===== src/rtl/watch_mode_ctrl.sv =====
// Digital watch controller: time-of-day clock, stopwatch with lap freeze,
// alarm, and a per-digit edit mode for the clock and alarm times. Times are
// held as six packed BCD nibbles {hd, hu, md, mu, sd, su}.
module watch_mode_ctrl #(
    parameter int TICK_DIV   = 1,
    parameter int CRONO_HMAX = 99
) (
    input  logic       clk,
    input  logic       reset,
    input  logic       btn_mode,
    input  logic       btn_start,
    input  logic       btn_change,
    output logic [3:0] d_su,
    output logic [3:0] d_sd,
    output logic [3:0] d_mu,
    output logic [3:0] d_md,
    output logic [3:0] d_hu,
    output logic [3:0] d_hd,
    output logic [1:0] mode,
    output logic [2:0] cfg_digit,
    output logic       alarm_en,
    output logic       alarm_ring,
    output logic       crono_run,
    output logic       lap_hold
);
    typedef enum logic [1:0] {
        M_CLOCK   = 2'd0,
        M_CRONO   = 2'd1,
        M_CFG_CLK = 2'd2,
        M_CFG_ALM = 2'd3
    } mode_t;

    localparam int            PW        = 25;
    localparam logic [PW-1:0] PRESC_MAX = PW'(TICK_DIV - 1);
    localparam logic [7:0]    CLK_HMAX  = 8'h23;
    localparam logic [7:0]    SW_HMAX   = {4'(CRONO_HMAX / 10), 4'(CRONO_HMAX % 10)};

    // One-second BCD increment; hours wrap to zero after hmax:59:59.
    function automatic logic [23:0] sec_inc(input logic [23:0] t, input logic [7:0] hmax);
        logic [23:0] r;
        r = t;
        if (t[3:0] != 4'd9) begin
            r[3:0] = t[3:0] + 4'd1;
        end else begin
            r[3:0] = 4'd0;
            if (t[7:4] != 4'd5) begin
                r[7:4] = t[7:4] + 4'd1;
            end else begin
                r[7:4] = 4'd0;
                if (t[11:8] != 4'd9) begin
                    r[11:8] = t[11:8] + 4'd1;
                end else begin
                    r[11:8] = 4'd0;
                    if (t[15:12] != 4'd5) begin
                        r[15:12] = t[15:12] + 4'd1;
                    end else begin
                        r[15:12] = 4'd0;
                        if (t[23:16] == hmax) begin
                            r[23:16] = 8'h00;
                        end else if (t[19:16] == 4'd9) begin
                            r[19:16] = 4'd0;
                            r[23:20] = t[23:20] + 4'd1;
                        end else begin
                            r[19:16] = t[19:16] + 4'd1;
                        end
                    end
                end
            end
        end
        return r;
    endfunction

    // Single-digit edit without carry; hours stay within 00..23.
    function automatic logic [23:0] edit_inc(input logic [23:0] t, input logic [2:0] dig);
        logic [23:0] r;
        r = t;
        case (dig)
            3'd0: r[3:0]   = (t[3:0]   == 4'd9) ? 4'd0 : t[3:0]   + 4'd1;
            3'd1: r[7:4]   = (t[7:4]   == 4'd5) ? 4'd0 : t[7:4]   + 4'd1;
            3'd2: r[11:8]  = (t[11:8]  == 4'd9) ? 4'd0 : t[11:8]  + 4'd1;
            3'd3: r[15:12] = (t[15:12] == 4'd5) ? 4'd0 : t[15:12] + 4'd1;
            3'd4: begin
                if (t[23:20] == 4'd2)
                    r[19:16] = (t[19:16] >= 4'd3) ? 4'd0 : t[19:16] + 4'd1;
                else
                    r[19:16] = (t[19:16] == 4'd9) ? 4'd0 : t[19:16] + 4'd1;
            end
            3'd5: begin
                if (t[23:20] >= 4'd2) begin
                    r[23:20] = 4'd0;
                end else begin
                    r[23:20] = t[23:20] + 4'd1;
                    if ((t[23:20] == 4'd1) && (t[19:16] > 4'd3))
                        r[19:16] = 4'd3;
                end
            end
            default: r = t;
        endcase
        return r;
    endfunction

    mode_t         r_mode;
    logic [2:0]    r_digit;
    logic [PW-1:0] r_presc;
    logic [2:0]    r_prev;
    logic [23:0]   r_clk, r_sw, r_lap, r_alarm;
    logic          r_en, r_ring, r_run, r_hold;

    logic [2:0]    w_btn, w_rise;
    logic          w_tick, w_clk_adv, w_consume, w_cm, w_cs, w_cc;
    logic [23:0]   w_clk_inc, w_sw_next, w_edit_clk, w_edit_alm, w_disp;

    assign w_btn = {btn_change, btn_start, btn_mode};

    generate
        for (genvar gi = 0; gi < 3; gi++) begin : g_click
            assign w_rise[gi] = w_btn[gi] & ~r_prev[gi];
        end
    endgenerate

    // While ringing, any click only silences the alarm; a mode click masks the others.
    assign w_consume  = r_ring & (|w_rise);
    assign w_cm       = w_rise[0] & ~w_consume;
    assign w_cs       = w_rise[1] & ~w_rise[0] & ~w_consume;
    assign w_cc       = w_rise[2] & ~w_rise[0] & ~w_consume;

    assign w_tick     = (r_presc == PRESC_MAX);
    assign w_clk_adv  = w_tick && (r_mode != M_CFG_CLK);
    assign w_clk_inc  = sec_inc(r_clk, CLK_HMAX);
    assign w_sw_next  = (r_run && w_tick) ? sec_inc(r_sw, SW_HMAX) : r_sw;
    assign w_edit_clk = edit_inc(r_clk, r_digit);
    assign w_edit_alm = edit_inc(r_alarm, r_digit);

    // Free-running one-second prescaler shared by clock and stopwatch.
    always_ff @(posedge clk or negedge reset) begin
        if (!reset)      r_presc <= '0;
        else if (w_tick) r_presc <= '0;
        else             r_presc <= r_presc + 1'b1;
    end

    // Previous button levels for rising-edge click detection.
    always_ff @(posedge clk or negedge reset) begin
        if (!reset) r_prev <= 3'b000;
        else        r_prev <= w_btn;
    end

    // Mode FSM with all time registers and status flags.
    always_ff @(posedge clk or negedge reset) begin
        if (!reset) begin
            r_mode  <= M_CLOCK;
            r_digit <= 3'd0;
            r_clk   <= 24'h0;
            r_sw    <= 24'h0;
            r_lap   <= 24'h0;
            r_alarm <= 24'h0;
            r_en    <= 1'b0;
            r_ring  <= 1'b0;
            r_run   <= 1'b0;
            r_hold  <= 1'b0;
        end else begin
            r_sw <= w_sw_next;
            if (w_clk_adv)
                r_clk <= w_clk_inc;
            if (w_consume || !r_en)
                r_ring <= 1'b0;
            else if (w_clk_adv && (w_clk_inc == r_alarm))
                r_ring <= 1'b1;

            if (w_cm) begin
                r_mode  <= mode_t'(r_mode + 2'd1);
                r_digit <= 3'd0;
            end else begin
                case (r_mode)
                    M_CLOCK: begin
                        if (w_cs) r_en <= ~r_en;
                    end
                    M_CRONO: begin
                        if (w_cs) r_run <= ~r_run;
                        if (w_cc) begin
                            if (r_run) begin
                                r_hold <= ~r_hold;
                                if (!r_hold) r_lap <= w_sw_next;
                            end else begin
                                r_sw   <= 24'h0;
                                r_hold <= 1'b0;
                            end
                        end
                    end
                    M_CFG_CLK: begin
                        if (w_cs) r_digit <= (r_digit == 3'd5) ? 3'd0 : r_digit + 3'd1;
                        if (w_cc) r_clk <= w_edit_clk;
                    end
                    default: begin
                        if (w_cs) r_digit <= (r_digit == 3'd5) ? 3'd0 : r_digit + 3'd1;
                        if (w_cc) r_alarm <= w_edit_alm;
                    end
                endcase
            end
        end
    end

    // Display source select by mode.
    always_comb begin
        w_disp = r_clk;
        case (r_mode)
            M_CRONO:   w_disp = r_hold ? r_lap : r_sw;
            M_CFG_ALM: w_disp = r_alarm;
            default:   w_disp = r_clk;
        endcase
    end

    assign {d_hd, d_hu, d_md, d_mu, d_sd, d_su} = w_disp;
    assign mode       = r_mode;
    assign cfg_digit  = r_digit;
    assign alarm_en   = r_en;
    assign alarm_ring = r_ring;
    assign crono_run  = r_run;
    assign lap_hold   = r_hold;
endmodule


===== config.mk =====
export PLATFORM = sky130hd
export DESIGN_NAME = watch_mode_ctrl
export DESIGN_NICKNAME = d
export VERILOG_FILES = /design/src/rtl/watch_mode_ctrl.sv
export SDC_FILE = /design/constraint.sdc
export NUM_CORES = 1
export LEC_CHECK = 0
export CAP_MARGIN = 20
export CORE_MARGIN = 10
export CORE_UTILIZATION = 50
export CTS_CLUSTER_DIAMETER = 100
export DETAILED_ROUTE_END_ITERATION = 8
export MAX_ROUTING_LAYER = met4
export PLACE_DENSITY = 0.67
export SLEW_MARGIN = 20
export SYNTH_ARGS = -nofsm -noshare
export SYNTH_HDL_FRONTEND = slang
export SYNTH_SLANG_ARGS = --single-unit
export TNS_END_PERCENT = 10

===== constraint.sdc =====
create_clock -name clk -period 2.7 [get_ports clk]
set_input_delay 0.54 -clock clk [delete_from_list [all_inputs] [get_ports clk]]
set_output_delay 0.54 -clock clk [all_outputs]
set_load 0.01 [all_outputs]

==> flow_summary.html <==
<table>
<tr><th>Metric</th><th>Value</th></tr>
<tr><th colspan="2">Status</th></tr>
<tr><td>Result of the run</td><td>complete, no violations</td></tr>
<tr><th colspan="2">Power</th></tr>
<tr><td>Max rail drop VDD</td><td>0.778 mV</td></tr>
<tr><td>Cell Pwr Density</td><td>1020 mW/mm^2</td></tr>
<tr><td>Total leakage power</td><td>4.71 nW</td></tr>
<tr><td>Total design power</td><td>10.5 mW</td></tr>
<tr><th colspan="2">Floorplanning</th></tr>
<tr><td>Placeable core region</td><td>0.0165 mm^2</td></tr>
<tr><td>Number of top-level pins</td><td>38</td></tr>
<tr><td>DIE AREA</td><td>0.0223 mm^2</td></tr>
<tr><td>Overall die width</td><td>149 um</td></tr>
<tr><td>Number of rows in the core area</td><td>47</td></tr>
<tr><td>Initial core utilization</td><td>0.507</td></tr>
<tr><td>Vert. Die Dim</td><td>149 um</td></tr>
<tr><th colspan="2">Worst setup path</th></tr>
<tr><td>Category of the most critical setup path</td><td>flip-flop to flip-flop</td></tr>
<tr><td>Biggest fanout along the worst timing path</td><td>5</td></tr>
<tr><td>CP startpoint kind</td><td>flip-flop</td></tr>
<tr><td>Data required time at the worst endpoint</td><td>3.05 ns</td></tr>
<tr><td>Arrival time at the worst endpoint</td><td>3.03 ns</td></tr>
<tr><td>Type of element capturing the critical path</td><td>flip-flop</td></tr>
<tr><th colspan="2">Logic synthesis</th></tr>
<tr><td>Average footprint of a synthesized cell</td><td>8.54 um^2</td></tr>
<tr><td>Leading post-synthesis cells by cell area</td><td>dfrtp_1 (40%), nand2_1 (6.1%), xnor2_1 (5.6%)</td></tr>
<tr><td>Asr flop ratio synth</td><td>1.00</td></tr>
<tr><td>Share of the synthesized area in the top cell type</td><td>0.397</td></tr>
<tr><td>Yosys warns</td><td>0</td></tr>
<tr><td>Post-synth cell types</td><td>71</td></tr>
<tr><td>Top_reg_cell synth</td><td>dfrtp_1</td></tr>
<tr><td>Gate count after technology mapping</td><td>981</td></tr>
<tr><td>Number of synthesized register bits</td><td>133</td></tr>
<tr><td>Post-Synthesis Net Count</td><td>1014</td></tr>
<tr><td>Post-synthesis instance area</td><td>0.00837 mm^2</td></tr>
<tr><td>Cell type with the largest total area after synthesis</td><td>dfrtp_1</td></tr>
<tr><td>Number of enable flip-flop cells after synthesis</td><td>0</td></tr>
<tr><td>Proportion of synthesized chip area in sequential cells</td><td>0.397</td></tr>
<tr><th colspan="2">Cells and area</th></tr>
<tr><td>Antenna diode instance count</td><td>0</td></tr>
<tr><td>Most frequent cells in the layout</td><td>nand2_1 (136), dfrtp_1 (132), nor2_1 (98), buf_4 (90), a21oi_1 (73)</td></tr>
<tr><td>Leading cell type in the layout, fill and taps excluded</td><td>nand2_1</td></tr>
<tr><td>Count of placed standard cells in the final layout, fillers left out</td><td>1309</td></tr>
<tr><td>Final-stage net count</td><td>1109</td></tr>
<tr><td>Final standard cell utilization of the core</td><td>0.623</td></tr>
<tr><td>Ratio of cells with drive above 1 in the final layout</td><td>0.168</td></tr>
<tr><td>Layout Area Growth over Synthesis</td><td>22.9%</td></tr>
<tr><th colspan="2">Timing</th></tr>
<tr><td>Post-route clock skew</td><td>0.0108 ns</td></tr>
<tr><td>Normalized max-slew margin</td><td>0.600</td></tr>
<tr><td>Final hold viol count</td><td>0</td></tr>
<tr><td>RSZ-0062 raised after global routing</td><td>yes</td></tr>
<tr><td>Crit share post-route</td><td>0.992</td></tr>
<tr><td>Count of final max-slew check failures</td><td>0</td></tr>
<tr><td>Final hold slack</td><td>0.0856 ns</td></tr>
<tr><td>Final Setup Violations</td><td>0</td></tr>
<tr><td>Transition time at the pin with the least slew margin</td><td>0.600 ns</td></tr>
<tr><td>Peak clock frequency supported by timing</td><td>373 MHz</td></tr>
<tr><td>Shortest period the worst path allows</td><td>2.68 ns</td></tr>
<tr><th colspan="2">Placed design</th></tr>
<tr><td>Weighted congestion at the end of routability-driven global placement</td><td>0.933</td></tr>
<tr><td>DP Wirelength</td><td>16400 um</td></tr>
<tr><td>Number of port buffers</td><td>37</td></tr>
<tr><td>Number of placed instances, taps included</td><td>1272</td></tr>
<tr><th colspan="2">Global route</th></tr>
<tr><td>Wire length of the first global-routing pass</td><td>37500 um</td></tr>
<tr><td>Overflow left after global routing</td><td>0</td></tr>
<tr><td>Vias in the first global route</td><td>7229</td></tr>
<tr><td>Initial antenna violation count</td><td>0</td></tr>
<tr><td>Pin count of the biggest net entering global routing</td><td>59</td></tr>
<tr><td>Tot GR Track Use</td><td>0.216</td></tr>
<tr><th colspan="2">Route</th></tr>
<tr><td>Initial DRT Pass Iterations</td><td>5</td></tr>
<tr><td>Starting DRT DRC Count</td><td>655</td></tr>
<tr><td>Post-Route WL</td><td>22800 um</td></tr>
<tr><td>DR vias</td><td>7490</td></tr>
<tr><td>Remaining DRCs</td><td>0</td></tr>
<tr><td>ANT nets after route</td><td>0</td></tr>
<tr><td>Final routed wire length divided by cell count</td><td>17.4 um</td></tr>
<tr><td>Via density per instance</td><td>5.72</td></tr>
<tr><th colspan="2">Worst hold path</th></tr>
<tr><td>Worst min path class</td><td>input port to async pin</td></tr>
<tr><th colspan="2">Clock network</th></tr>
<tr><td>Number of buffers inserted for hold repair after clock tree synthesis</td><td>0</td></tr>
<tr><td>Clock slew at reported path FFs</td><td>0.06 ns</td></tr>
<tr><td>CTS H-tree depth</td><td>4</td></tr>
<tr><td>Clock tree from TritonCTS</td><td>built</td></tr>
<tr><td>Clock Latency Late Sink</td><td>0.43 ns</td></tr>
<tr><td>Number of buffers created by CTS</td><td>17</td></tr>
<tr><td>Longest Clk Path Bufs</td><td>2</td></tr>
<tr><td>Clock Root Buffer</td><td>clkbuf_16</td></tr>
<tr><td>Clock sinks</td><td>133</td></tr>
<tr><th colspan="2">Flow run</th></tr>
<tr><td>Max cap viols</td><td>0</td></tr>
</table>
[final timing paths]
check	start	endpoint	slack, ns	cells past startpoint
min in group clk	r_presc[24]$_DFF_PN0_	r_presc[24]$_DFF_PN0_	0.49	1
worst max register to register	r_clk[5]$_DFFE_PN0P_	alarm_ring$_DFFE_PN0P_	0.02	11
worst min register to register	r_presc[24]$_DFF_PN0_	r_presc[24]$_DFF_PN0_	0.49	1
worst max-delay path	r_clk[5]$_DFFE_PN0P_	alarm_ring$_DFFE_PN0P_	0.02	11
worst min-delay path	reset	r_alarm[10]$_DFFE_PN0P_	0.09	1
max in group asynchronous	reset	r_clk[16]$_DFFE_PN0P_	1.96	2
[synthesized netlist by cell type, types with 19 or more instances]
cell type and number:
o21ai_0 63, a22oi_1 28, clkbuf_1 42, nand3_1 39, nand2_1 136, mux2_2 20, inv_1 44, nor3_1 19
xnor2_1 54, nor2_1 99, ha_1 28, a21oi_1 73, dfrtp_1 133
[sequential cells by signal, summed over array words and instances, names as in the netlist]
name	flops
alarm_en	1
r_sw	24
r_presc	25
mode	2
r_clk	24
r_lap	24
crono_run	1
cfg_digit	3
lap_hold	1
r_alarm	24
r_prev	3
alarm_ring	1
[per-layer routing]
metal,wire [um],up-vias,track usage
li1,-,3615,-
met1,10300,3613,0.279
met2,10900,220,0.336
met3,1050,42,0.0331
met4,556,0,0.0756
met5,0,-,-
[final cells by class]
class | count | area [um^2]
clock buffers | 21 | 470
clock inverters | 11 | 171
fillers | 1424 | 6230
inverters | 44 | 165
multi-input cells | 746 | 4690
flip-flops and latches | 133 | 3330
well taps | 220 | 275
repair buffers | 134 | 1190
[per-stage QoR]
stage          area (um^2)  setup TNS, ns  setup slack (ns)
2_1_floorplan         8370              0             0.172
3_3_place_gp          9500              0            0.0985
3_5_place_dp          9500        -0.0112           -0.0112
4_1_cts              10200          -1.38            -0.120
5_1_grt              10300         -0.213            -0.203
6_report             10300              0            0.0206
[timing repair]
| action | CTS | global route |
|---|---|---|
| setup endpoints to repair | 25 | 25 |
| setup buffers | 4 | 0 |
| gates cloned | 1 | 0 |
| gates resized for setup | 24 | 26 |
| pin swaps | 0 | 1 |
| hold endpoints to repair | 0 | 0 |
[report_power, final]
group	switching, mW	leakage (nW)	internal (mW)
logic	2.71	2.73	2.15
registers	0.575	1.67	2.55
clock network	0.896	0.310	1.62
total	4.18	4.71	6.32
[worst max-delay path, stage by stage, from the launching register on]
cell and delay, ns:
dfrtp_1 0.38, inv_1 0.08, ha_1 0.23, nand3b_2 0.19, buf_4 0.20, o41ai_2 0.33
o31a_1 0.23, xnor2_1 0.07, nor2_1 0.11, nand4_2 0.10, or4_1 0.53, o21ai_1 0.16
[cells by family after synthesis]
logic type | synth area share
and+or+nand+nor | 0.224
AOI/OAI and AO/OA | 0.167
DFF | 0.397
buffers and inverters | 0.0523
xor gates and xnor gates | 0.0711
muxes | 0.0460
adders and majority gates | 0.0418
Power figures use the tool's default switching activity.
